**src/rtl/ieeedrv_trk_sched.sv**
```systemverilog
// Track transfer scheduler for the 4040/8250 drive.
// Latches per-sub-drive track-load requests and serves them round-robin over one
// SD block channel. A dirty buffer is written back before the new track is read.
module ieeedrv_trk_sched #(
  parameter int SUBDRV = 2,
  parameter int BLKS   = 16
) (
  input  logic                                     clk_sys,
  input  logic                                     reset,
  input  logic [SUBDRV-1:0]                        req_load,
  input  logic [SUBDRV-1:0][7:0]                   req_track,
  input  logic [SUBDRV-1:0]                        dirty,
  output logic [SUBDRV-1:0]                        dirty_clr,
  input  logic [SUBDRV-1:0]                        img_mounted,
  output logic [31:0]                              sd_lba,
  output logic                                     sd_rd,
  output logic                                     sd_wr,
  input  logic                                     sd_ack,
  output logic [$clog2(SUBDRV > 1 ? SUBDRV : 2)-1:0] buf_sel,
  output logic [5:0]                               buf_blk,
  output logic                                     busy,
  output logic [SUBDRV-1:0]                        done,
  output logic [SUBDRV-1:0][7:0]                   cur_track,
  output logic [SUBDRV-1:0]                        valid
);

  localparam int GW     = $clog2(SUBDRV > 1 ? SUBDRV : 2);
  localparam int BLK_SH = $clog2(BLKS);
  localparam logic [5:0] LAST_BLK = 6'(BLKS - 1);

  typedef enum logic [2:0] {
    S_IDLE  = 3'd0,
    S_CHECK = 3'd1,
    S_WREQ  = 3'd2,
    S_WACK  = 3'd3,
    S_RREQ  = 3'd4,
    S_RACK  = 3'd5,
    S_FIN   = 3'd6
  } state_t;

  state_t                  state_r;
  logic [SUBDRV-1:0]       pend_r;
  logic [SUBDRV-1:0][7:0]  tgt_r;
  logic [SUBDRV-1:0][7:0]  cur_track_r;
  logic [SUBDRV-1:0]       valid_r;
  logic [SUBDRV-1:0]       done_r;
  logic [SUBDRV-1:0]       dirty_clr_r;
  logic [GW-1:0]           rr_r;
  logic [GW-1:0]           g_r;
  logic [GW-1:0]           buf_sel_r;
  logic [GW-1:0]           gnt_s;
  logic [7:0]              act_tgt_r;
  logic [5:0]              blk_r;
  logic [31:0]             sd_lba_r;
  logic                    sd_rd_r;
  logic                    sd_wr_r;
  logic                    busy_r;
  logic                    abort_r;
  logic                    ack_d_r;
  logic                    any_pend_s;
  logic                    grant_s;
  logic                    ack_rise_s;
  logic                    img_g_s;

  // Block address of a given track/block pair; never overflows 32 bits.
  function automatic logic [31:0] lba_of(input logic [7:0] trk, input logic [5:0] blk);
    lba_of = ({24'd0, trk} << BLK_SH) + {26'd0, blk};
  endfunction

  // Round-robin successor of a sub-drive index.
  function automatic logic [GW-1:0] next_drv(input logic [GW-1:0] d);
    if (int'(d) >= SUBDRV - 1) begin
      next_drv = '0;
    end else begin
      next_drv = d + GW'(1);
    end
  endfunction

  // Pick the first pending drive at or after the round-robin pointer.
  always_comb begin
    logic          found;
    logic [GW-1:0] idx;
    found = 1'b0;
    gnt_s = rr_r;
    idx   = rr_r;
    for (int k = 0; k < SUBDRV; k++) begin
      idx = GW'((int'(rr_r) + k) % SUBDRV);
      if (!found && pend_r[idx]) begin
        gnt_s = idx;
        found = 1'b1;
      end else begin
        found = found;
      end
    end
    any_pend_s = |pend_r;
    grant_s    = (state_r == S_IDLE) && any_pend_s;
    ack_rise_s = sd_ack && !ack_d_r;
    img_g_s    = img_mounted[g_r];
  end

  // Latch per-drive requests; a new request beats an eject in the same cycle.
  always_ff @(posedge clk_sys) begin
    if (reset) begin
      pend_r <= '0;
      tgt_r  <= '0;
    end else begin
      for (int i = 0; i < SUBDRV; i++) begin
        if (req_load[i]) begin
          pend_r[i] <= 1'b1;
          tgt_r[i]  <= req_track[i];
        end else if (img_mounted[i]) begin
          pend_r[i] <= 1'b0;
        end else if (grant_s && gnt_s == GW'(i)) begin
          pend_r[i] <= 1'b0;
        end else begin
          pend_r[i] <= pend_r[i];
        end
      end
    end
  end

  // Transfer sequencer: write-back, read, completion and eject handling.
  always_ff @(posedge clk_sys) begin
    if (reset) begin
      state_r     <= S_IDLE;
      rr_r        <= '0;
      g_r         <= '0;
      buf_sel_r   <= '0;
      act_tgt_r   <= 8'd0;
      blk_r       <= 6'd0;
      sd_lba_r    <= 32'd0;
      sd_rd_r     <= 1'b0;
      sd_wr_r     <= 1'b0;
      busy_r      <= 1'b0;
      abort_r     <= 1'b0;
      done_r      <= '0;
      dirty_clr_r <= '0;
      valid_r     <= '0;
      cur_track_r <= '0;
      // Track the ack level so a stale ack is never seen as a fresh rise.
      ack_d_r     <= sd_ack;
    end else begin
      ack_d_r     <= sd_ack;
      done_r      <= '0;
      dirty_clr_r <= '0;
      case (state_r)
        S_IDLE: begin
          abort_r <= 1'b0;
          if (any_pend_s) begin
            g_r     <= gnt_s;
            busy_r  <= 1'b1;
            state_r <= S_CHECK;
          end else begin
            busy_r <= 1'b0;
          end
        end
        S_CHECK: begin
          act_tgt_r <= tgt_r[g_r];
          if (img_g_s) begin
            busy_r  <= 1'b0;
            state_r <= S_IDLE;
          end else if (valid_r[g_r] && cur_track_r[g_r] == tgt_r[g_r]) begin
            done_r[g_r] <= 1'b1;
            state_r     <= S_FIN;
          end else if (valid_r[g_r] && dirty[g_r]) begin
            blk_r     <= 6'd0;
            buf_sel_r <= g_r;
            state_r   <= S_WREQ;
          end else begin
            blk_r     <= 6'd0;
            buf_sel_r <= g_r;
            state_r   <= S_RREQ;
          end
        end
        S_WREQ: begin
          if (img_g_s && !(sd_wr_r && ack_rise_s)) begin
            sd_wr_r <= 1'b0;
            busy_r  <= 1'b0;
            state_r <= S_IDLE;
          end else if (!sd_wr_r) begin
            sd_wr_r  <= 1'b1;
            sd_lba_r <= lba_of(cur_track_r[g_r], blk_r);
          end else if (ack_rise_s) begin
            sd_wr_r <= 1'b0;
            abort_r <= img_g_s;
            state_r <= S_WACK;
          end else begin
            sd_wr_r <= 1'b1;
          end
        end
        S_WACK: begin
          if (sd_ack) begin
            abort_r <= abort_r | img_g_s;
          end else if (abort_r || img_g_s) begin
            abort_r <= 1'b0;
            busy_r  <= 1'b0;
            state_r <= S_IDLE;
          end else if (blk_r == LAST_BLK) begin
            dirty_clr_r[g_r] <= 1'b1;
            blk_r            <= 6'd0;
            state_r          <= S_RREQ;
          end else begin
            blk_r   <= blk_r + 6'd1;
            state_r <= S_WREQ;
          end
        end
        S_RREQ: begin
          if (img_g_s && !(sd_rd_r && ack_rise_s)) begin
            sd_rd_r <= 1'b0;
            busy_r  <= 1'b0;
            state_r <= S_IDLE;
          end else if (!sd_rd_r) begin
            sd_rd_r  <= 1'b1;
            sd_lba_r <= lba_of(act_tgt_r, blk_r);
          end else if (ack_rise_s) begin
            sd_rd_r <= 1'b0;
            abort_r <= img_g_s;
            state_r <= S_RACK;
          end else begin
            sd_rd_r <= 1'b1;
          end
        end
        S_RACK: begin
          if (sd_ack) begin
            abort_r <= abort_r | img_g_s;
          end else if (abort_r || img_g_s) begin
            abort_r <= 1'b0;
            busy_r  <= 1'b0;
            state_r <= S_IDLE;
          end else if (blk_r == LAST_BLK) begin
            done_r[g_r]      <= 1'b1;
            cur_track_r[g_r] <= act_tgt_r;
            valid_r[g_r]     <= 1'b1;
            state_r          <= S_FIN;
          end else begin
            blk_r   <= blk_r + 6'd1;
            state_r <= S_RREQ;
          end
        end
        S_FIN: begin
          valid_r[g_r] <= 1'b1;
          rr_r         <= next_drv(g_r);
          busy_r       <= 1'b0;
          state_r      <= S_IDLE;
        end
        default: begin
          sd_rd_r <= 1'b0;
          sd_wr_r <= 1'b0;
          busy_r  <= 1'b0;
          abort_r <= 1'b0;
          state_r <= S_IDLE;
        end
      endcase
      // A changed image invalidates its drive regardless of what the sequencer did.
      for (int i = 0; i < SUBDRV; i++) begin
        if (img_mounted[i]) begin
          valid_r[i] <= 1'b0;
        end
      end
    end
  end

  assign sd_lba    = sd_lba_r;
  assign sd_rd     = sd_rd_r;
  assign sd_wr     = sd_wr_r;
  assign busy      = busy_r;
  assign done      = done_r;
  assign dirty_clr = dirty_clr_r;
  assign valid     = valid_r;
  assign cur_track = cur_track_r;
  assign buf_sel   = buf_sel_r;
  assign buf_blk   = blk_r;

endmodule
```
**config.mk**
```make
export PLATFORM = sky130hd
export DESIGN_NAME = ieeedrv_trk_sched
export DESIGN_NICKNAME = d
export VERILOG_FILES = /design/src/rtl/ieeedrv_trk_sched.sv
export SDC_FILE = /design/constraint.sdc
export NUM_CORES = 1
export LEC_CHECK = 0
export BUFFER_PORTS_ARGS = -buffer_cell sky130_fd_sc_hd__buf_2
export CAP_MARGIN = 20
export CORE_AREA = 2 2 97 99
export CTS_BUF_LIST = sky130_fd_sc_hd__clkbuf_16
export CTS_CLUSTER_DIAMETER = 60
export CTS_CLUSTER_SIZE = 10
export DETAILED_ROUTE_END_ITERATION = 10
export DIE_AREA = 0 0 99 101
export PLACE_DENSITY_LB_ADDON = 0.3
export SETUP_SLACK_MARGIN = 0.02
export SLEW_MARGIN = 20
export SYNTH_ARGS = -nofsm -noshare
export SYNTH_HDL_FRONTEND = slang
export SYNTH_SLANG_ARGS = --single-unit
```
**constraint.sdc**
```tcl
create_clock -name clk_sys -period 3 [get_ports clk_sys]
set_input_delay 0.6 -clock clk_sys [delete_from_list [all_inputs] [get_ports clk_sys]]
set_output_delay 0.6 -clock clk_sys [all_outputs]
set_load 0.05 [all_outputs]
```
==> out/qor.yml, run 1 <==
floorplanning:
  die_h_microns: 101
  start_util: 0.455
  placementRows: 35
  core_area_sq_um: 8980
  die_w_microns: 99
  ios: 89
  dieArea_sq_um: 10000
worst_setup_path:
  slowest_stage: "dfxtp_1"
  crit_path_max_incr_delay_ps: 520
  worstSetupPathType: "reg -> reg"
  end_kind: "register"
  critPathArrivalTime_ps: 2730
  cp.required_ps: 3240
  startpoint_type: "register"
  worstPathCellList: "buf_4 -> mux2i_1 -> o21ai_0 -> ha_1 -> a21oi_1 -> nor4_1 -> nor3b_1 -> xor2_1 -> a211oi_1"
  cp_max_fo: 9
yosys:
  postSynthAreaPerCell_sq_um: 8.51
  synth_top_cell_area_share: 0.382
  synth_top_family_by_area: "simple AND/OR/NAND/NOR gates"
  synth-main-ff-cell: "dfxtp_1"
  netlist_area_sq_um: 4090
  ys_ff_latch: 78
  ys_top_cells_by_count: "dfxtp_1, nor2_1, mux2i_1"
  synth_xor_area_frac: 0.0386
  synth_top_area_cell: "dfxtp_1"
  synth_compound_area_frac: 0.158
  synth_edf_count: 0
  synthMuxAreaShare: 0.139
  synth_seq_area_share: 0.382
  async_flop_share: 0
  yosysWarnings: 0
  synth-simple-area-share: 0.190
  synth_adder_area_share: 0.0165
  synth_area_leaders: "dfxtp_1, mux2i_1, nor2_1, a21oi_1, buf_4"
  ys_types: 57
  syn_inst: 480
global_route:
  grt_pass1_wl_mm: 16.8
  antenna_found_initial: 0
  grt_usage: 0.210
  grt-ovfl-total: 0
  grt_max_degree: 51
  grt_pass1_vias: 3427
detailed_routing:
  drc_errors: 0
  dr_total_vias: 3596
  wl_mm: 10.2
  viasPerCell: 5.45
  first_pass_iters: 4
  wl_per_cell_microns: 15.5
  ant_nets: 0
  drt_iter0_drc: 157
sta:
  worstMarginPinSlew_ps: 910
  final-max-slew-violation-count: 0
  rsz0062_at_grt: "false"
  fmax_mhz: 402
  relSlewSlack: 0.393
  setup_violations: 0
  setup_tns_ps: 0
  period_share: 0.829
  hold_violations: 0
  period_needed_ps: 2490
  worst_clock_skew_ps: 9.26
cts:
  post-cts-setup-buffer-count: 0
  clkSinkCount: 78
  numCtsBuffers: 9
  hold_buffers: 0
  clk-insertion-delay-late_ps: 340
  ctsResizeCount: 0
  cts_tree: "built"
  ctsHtreeMaxLevel: 3
  clkSlewWorstSetupHoldPaths_ps: 60
  cts_buffer_depth: 2
  root_buffer: "clkbuf_16"
finish:
  layout-area-overhead-vs-synth_pct: 17.2
  diodes: 0
  nFillCells: 851
  drive_above_1_share: 0.188
  num-nets-final: 573
place:
  port_buffers: 69
  dp_hpwl_mm: 7.48
  place_congestion: 0.938
hold_path:
  hp-class: "reg -> reg"
power:
  power.total_mw: 3.48
  pwr_density_cell_nw_per_um2: 727
  p_leak_nw: 2.06
  peakVddDrop_mv: 0.318
status:
  outcome: "finished, final reports clean"
job:
  maxCapViolCount: 0
==> cell usage in the layout (no fill, tap or decap), types with 10 or more instances in the layout <==
| cell type | count |
|---|---|
| mux2i_1 | 50 |
| a211oi_1 | 14 |
| o21ai_0 | 23 |
| nor3_1 | 10 |
| dfxtp_1 | 78 |
| inv_1 | 13 |
| buf_2 | 69 |
| nand2_1 | 32 |
| conb_1 | 19 |
| buf_4 | 10 |
| a21oi_1 | 31 |
| nor2_1 | 78 |
==> registers in the layout, summed over array words and instances (netlist names), 2 cells and up <==
register   cells
tgt_r         16
state_r        3
buf_blk        6
cur_track     16
done           2
sd_lba        13
dirty_clr      2
act_tgt_r      8
pend_r         2
valid          2
==> final cells by class <==
type                       count  area [sq um]  area share
timing repair buffer          79           420      0.0878
sequential                    78          1560       0.326
tap                          111           139      0.0290
clock buffer                   9           225      0.0470
inverter                      12          45.0     0.00940
clock inverter                 7           114      0.0238
multi-input combinational    364          2290       0.477
==> per-layer routing <==
metal | part of all wire | GRT usage | vias to the layer above
li1 | - | - | 1785
met1 | 0.43 | 0.264 | 1673
met2 | 0.49 | 0.359 | 120
met3 | 0.056 | 0.0520 | 18
met4 | 0.014 | 0.0601 | 0
met5 | 0 | 0 | -
==> path summary, 6_finish.rpt <==
kind                                 from          to  slack, ps  cells after the start
worst min register to register  sd_lba[1]   sd_lba[1]        450                      2
worst max register to register        g_r  sd_lba[11]        510                      9
worst max-delay path                  g_r  sd_lba[11]        510                      9
worst min-delay path            sd_lba[1]   sd_lba[1]        450                      2
==> power breakdown <==
part / leakage, nW / total, mW / switching (mW) / internal (mW)
logic: 1.26 / 0.968 / 0.642 / 0.326
registers: 0.635 / 1.28 / 0.121 / 1.15
clock network: 0.164 / 1.24 / 0.430 / 0.808
==> per-stage QoR <==
step / setup slack (ps) / cell area [sq um] / hold slack, ps / util / cells
final: 513 / 4790 / 450 / 0.534 / 660
after floorplan: 389 / 4150 / 481 / - / 498
after detailed placement: 517 / 4450 / 444 / 0.496 / 644
after global placement: 597 / 4450 / 440 / 0.496 / 644
after global routing: 255 / 4790 / 471 / 0.534 / 660
after CTS: 497 / 4790 / 452 / 0.534 / 660
==> critical path: cells and delay by family, from the launching register on <==
kind / cells / cell delay (ps)
XOR/XNOR: 1 / 100
adder cells (fa/ha/maj): 1 / 240
AO/OA/AOI/OAI: 3 / 560
multiplexers: 1 / 90
buffers and inverters: 1 / 260
flip-flops: 1 / 520
AND/OR/NAND/NOR: 2 / 630
==> cell families after synthesis <==
logic type / count (synthesis)
simple gates: 164
compound gates: 103
flops: 78
buf+inv: 56
mux: 55
xor+xnor: 18
fa+ha+maj: 5
other cells: 1
Power figures use the tool's default switching activity.
==> run 2, diff against run 1 <==
==> constraint.sdc (replaced) <==
create_clock -name clk_sys -period 2.6 [get_ports clk_sys]
set_input_delay 0.52 -clock clk_sys [delete_from_list [all_inputs] [get_ports clk_sys]]
set_output_delay 0.52 -clock clk_sys [all_outputs]
set_load 0.05 [all_outputs]
==> run 2 against run 1 <==
Utilization decreased by 0.88 points. Global-route usage increased by 0.12 points. Clock power decreased by 11%. Maximum frequency increased by 5.9%. Register-to-register slack got worse by 260 ps. First-iteration DRC count decreased by 1.9%. Sequential share of layout area increased by 0.55 points. Non-clock buffer count decreased by 1. Critical path type unchanged. Largest cell class unchanged. Largest power group unchanged.
==> out/qor.yml, run 2 (same netlist as run 1, synthesis figures left out) <==
cts:
  post-cts-setup-buffer-count: 0  # unchanged
  cts_tree: "built"  # unchanged
  clk-insertion-delay-late_ps: 330  # was 340 ps
  numCtsBuffers: 9  # unchanged
  ctsResizeCount: 0  # unchanged
  clkSlewWorstSetupHoldPaths_ps: 60  # about the same
  hold_buffers: 0  # unchanged
  root_buffer: "clkbuf_16"  # unchanged
  clkSinkCount: 78  # unchanged
  cts_buffer_depth: 2  # unchanged
  ctsHtreeMaxLevel: 3  # unchanged
floorplanning:
  core_area_sq_um: 8980  # unchanged
  placementRows: 35  # unchanged
  die_w_microns: 99  # unchanged
  dieArea_sq_um: 10000  # unchanged
  die_h_microns: 101  # unchanged
  ios: 89  # unchanged
  start_util: 0.455  # unchanged
worst_setup_path:
  critPathArrivalTime_ps: 2580  # was 2730 ps
  worstReg2RegStart: "g_r"  # unchanged
  cp_top_family: "adder cells"  # was simple AND/OR/NAND/NOR gates
  cp.required_ps: 2830  # was 3240 ps
  cp_max_fo: 17  # was 9
  crit_start: "g_r"  # unchanged
  worstPathCellList: "buf_6 -> mux2i_1 -> o21ai_0 -> ha_1 -> fa_1 -> o21ai_1 -> nor3_1 -> xnor2_1 -> o21a_1"  # was buf_4 -> mux2i_1 -> o21ai_0 -> ha_1 -> a21oi_1 -> nor4_1 -> nor3b_1 -> xor2_1 -> a211oi_1
  end_kind: "register"  # unchanged
  worstSetupPathType: "reg -> reg"  # unchanged
  startpoint_type: "register"  # unchanged
  rrSetupSlack_ps: 250  # was 510 ps
  critPathBufInv: 1  # unchanged
  crit_path_max_incr_delay_ps: 410  # was 520 ps
  slowest_stage: "fa_1"  # was dfxtp_1
place:
  place_congestion: 0.888  # was 0.938
  placedCellCount: 643  # was 644
  dp_hpwl_mm: 7.47  # was 7.48 mm
  port_buffers: 69  # unchanged
finish:
  layout-area-overhead-vs-synth_pct: 15.3  # was 17.2%
  drive_above_1_share: 0.186  # was 0.188
  diodes: 0  # unchanged
  num-nets-final: 572  # was 573
  most-common-layout-cells: "nor2_1, dfxtp_1, buf_2"  # unchanged
  nFillCells: 877  # was 851
  multi_input_area_sq_um: 2290  # about the same
  regArea_sq_um: 1560  # unchanged
  stdcell_count: 658  # was 660
sta:
  worst_clock_skew_ps: 4.41  # was 9.26 ps
  period_share: 0.904  # was 0.829
  fmax_mhz: 426  # was 402 MHz
  final-max-slew-violation-count: 0  # unchanged
  setup_tns_ps: 0  # unchanged
  rsz0062_at_grt: "false"  # unchanged
  hold_violations: 0  # unchanged
  worstMarginPinSlew_ps: 787  # was 910 ps
  setup_violations: 0  # unchanged
  relSlewSlack: 0.472  # was 0.393
  period_needed_ps: 2350  # was 2490 ps
global_route:
  grt_pass1_vias: 3455  # was 3427
  grt_max_degree: 29  # was 51
  grt_usage: 0.211  # was 0.210
  grt_pass1_wl_mm: 17.0  # was 16.8 mm
  antenna_found_initial: 0  # unchanged
  grt-ovfl-total: 0  # unchanged
detailed_routing:
  highest_layer: "met4"  # unchanged
  drt_iter0_drc: 154  # was 157
  dr_total_vias: 3603  # was 3596
  wl_mm: 10.1  # was 10.2 mm
  wl_per_cell_microns: 15.4  # was 15.5 microns
  viasPerCell: 5.48  # was 5.45
  drc_errors: 0  # unchanged
  ant_nets: 0  # unchanged
  first_pass_iters: 5  # was 4
  routed-wl-met3_microns: 588  # was 576 microns
  wirelength_met1_mm: 4.52  # was 4.44 mm
  routed-wl-met2_mm: 4.76  # was 5.05 mm
hold_path:
  min_from: "sd_ack"  # was sd_lba[1]
  hp-class: "in -> reg"  # was reg -> reg
job:
  maxCapViolCount: 0  # unchanged
power:
  pwr_density_cell_nw_per_um2: 781  # was 727 nW/um^2
  peakVddDrop_mv: 0.425  # was 0.318 mV
  p_leak_nw: 2.02  # was 2.06 nW
status:
  outcome: "finished, final reports clean"  # unchanged
[run 2: final cells by class]
class                   count  share of cell area
clock buffers               9              0.0478
inverters                  12             0.00956
well taps                 111              0.0295
flip-flops and latches     78               0.331
repair buffers             78              0.0884
multi-input cells         364               0.486
clock inverters             6             0.00690
[run 2: per-stage QoR]
stage                     hold WS [ps]  area (sq um)  utilization  total power [mW]  worst slack (ps)
after floorplan                    481          4160            -              2.36              47.9
after global placement             443          4440        0.495              2.58               295
after detailed placement           449          4440        0.495              2.60               122
after CTS                          391          4700        0.524              3.70              90.0
after global routing               400          4710        0.525              3.89              36.7
final                              407          4710        0.525              3.68               250
[run 2: layer usage]
metal | GRT usage | up-vias
li1 | - | 1776
met1 | 0.270 | 1685
met2 | 0.346 | 121
met3 | 0.0451 | 21
met4 | 0.0906 | 0
met5 | 0 | -
[run 2: worst register-to-register path: stages (launching register included)]
cell and delay (ps):
dfxtp_1 380, buf_6 230, mux2i_1 230, o21ai_0 130
ha_1 240, fa_1 410, o21ai_1 190, nor3_1 130
xnor2_1 140, o21a_1 170
[run 2: final timing paths]
kind           endpoint  cells past startpoint
min reg2reg   sd_lba[3]                      2
max reg2reg  sd_lba[10]                      9
max          sd_lba[10]                      9
min             ack_d_r                      1
[run 2: power by group]
| group | internal (mW) | switching (mW) |
|---|---|---|
| Combinational | 0.373 | 0.750 |
| Clock | 0.629 | 0.468 |
| Sequential | 1.33 | 0.127 |
| Total | 2.33 | 1.34 |
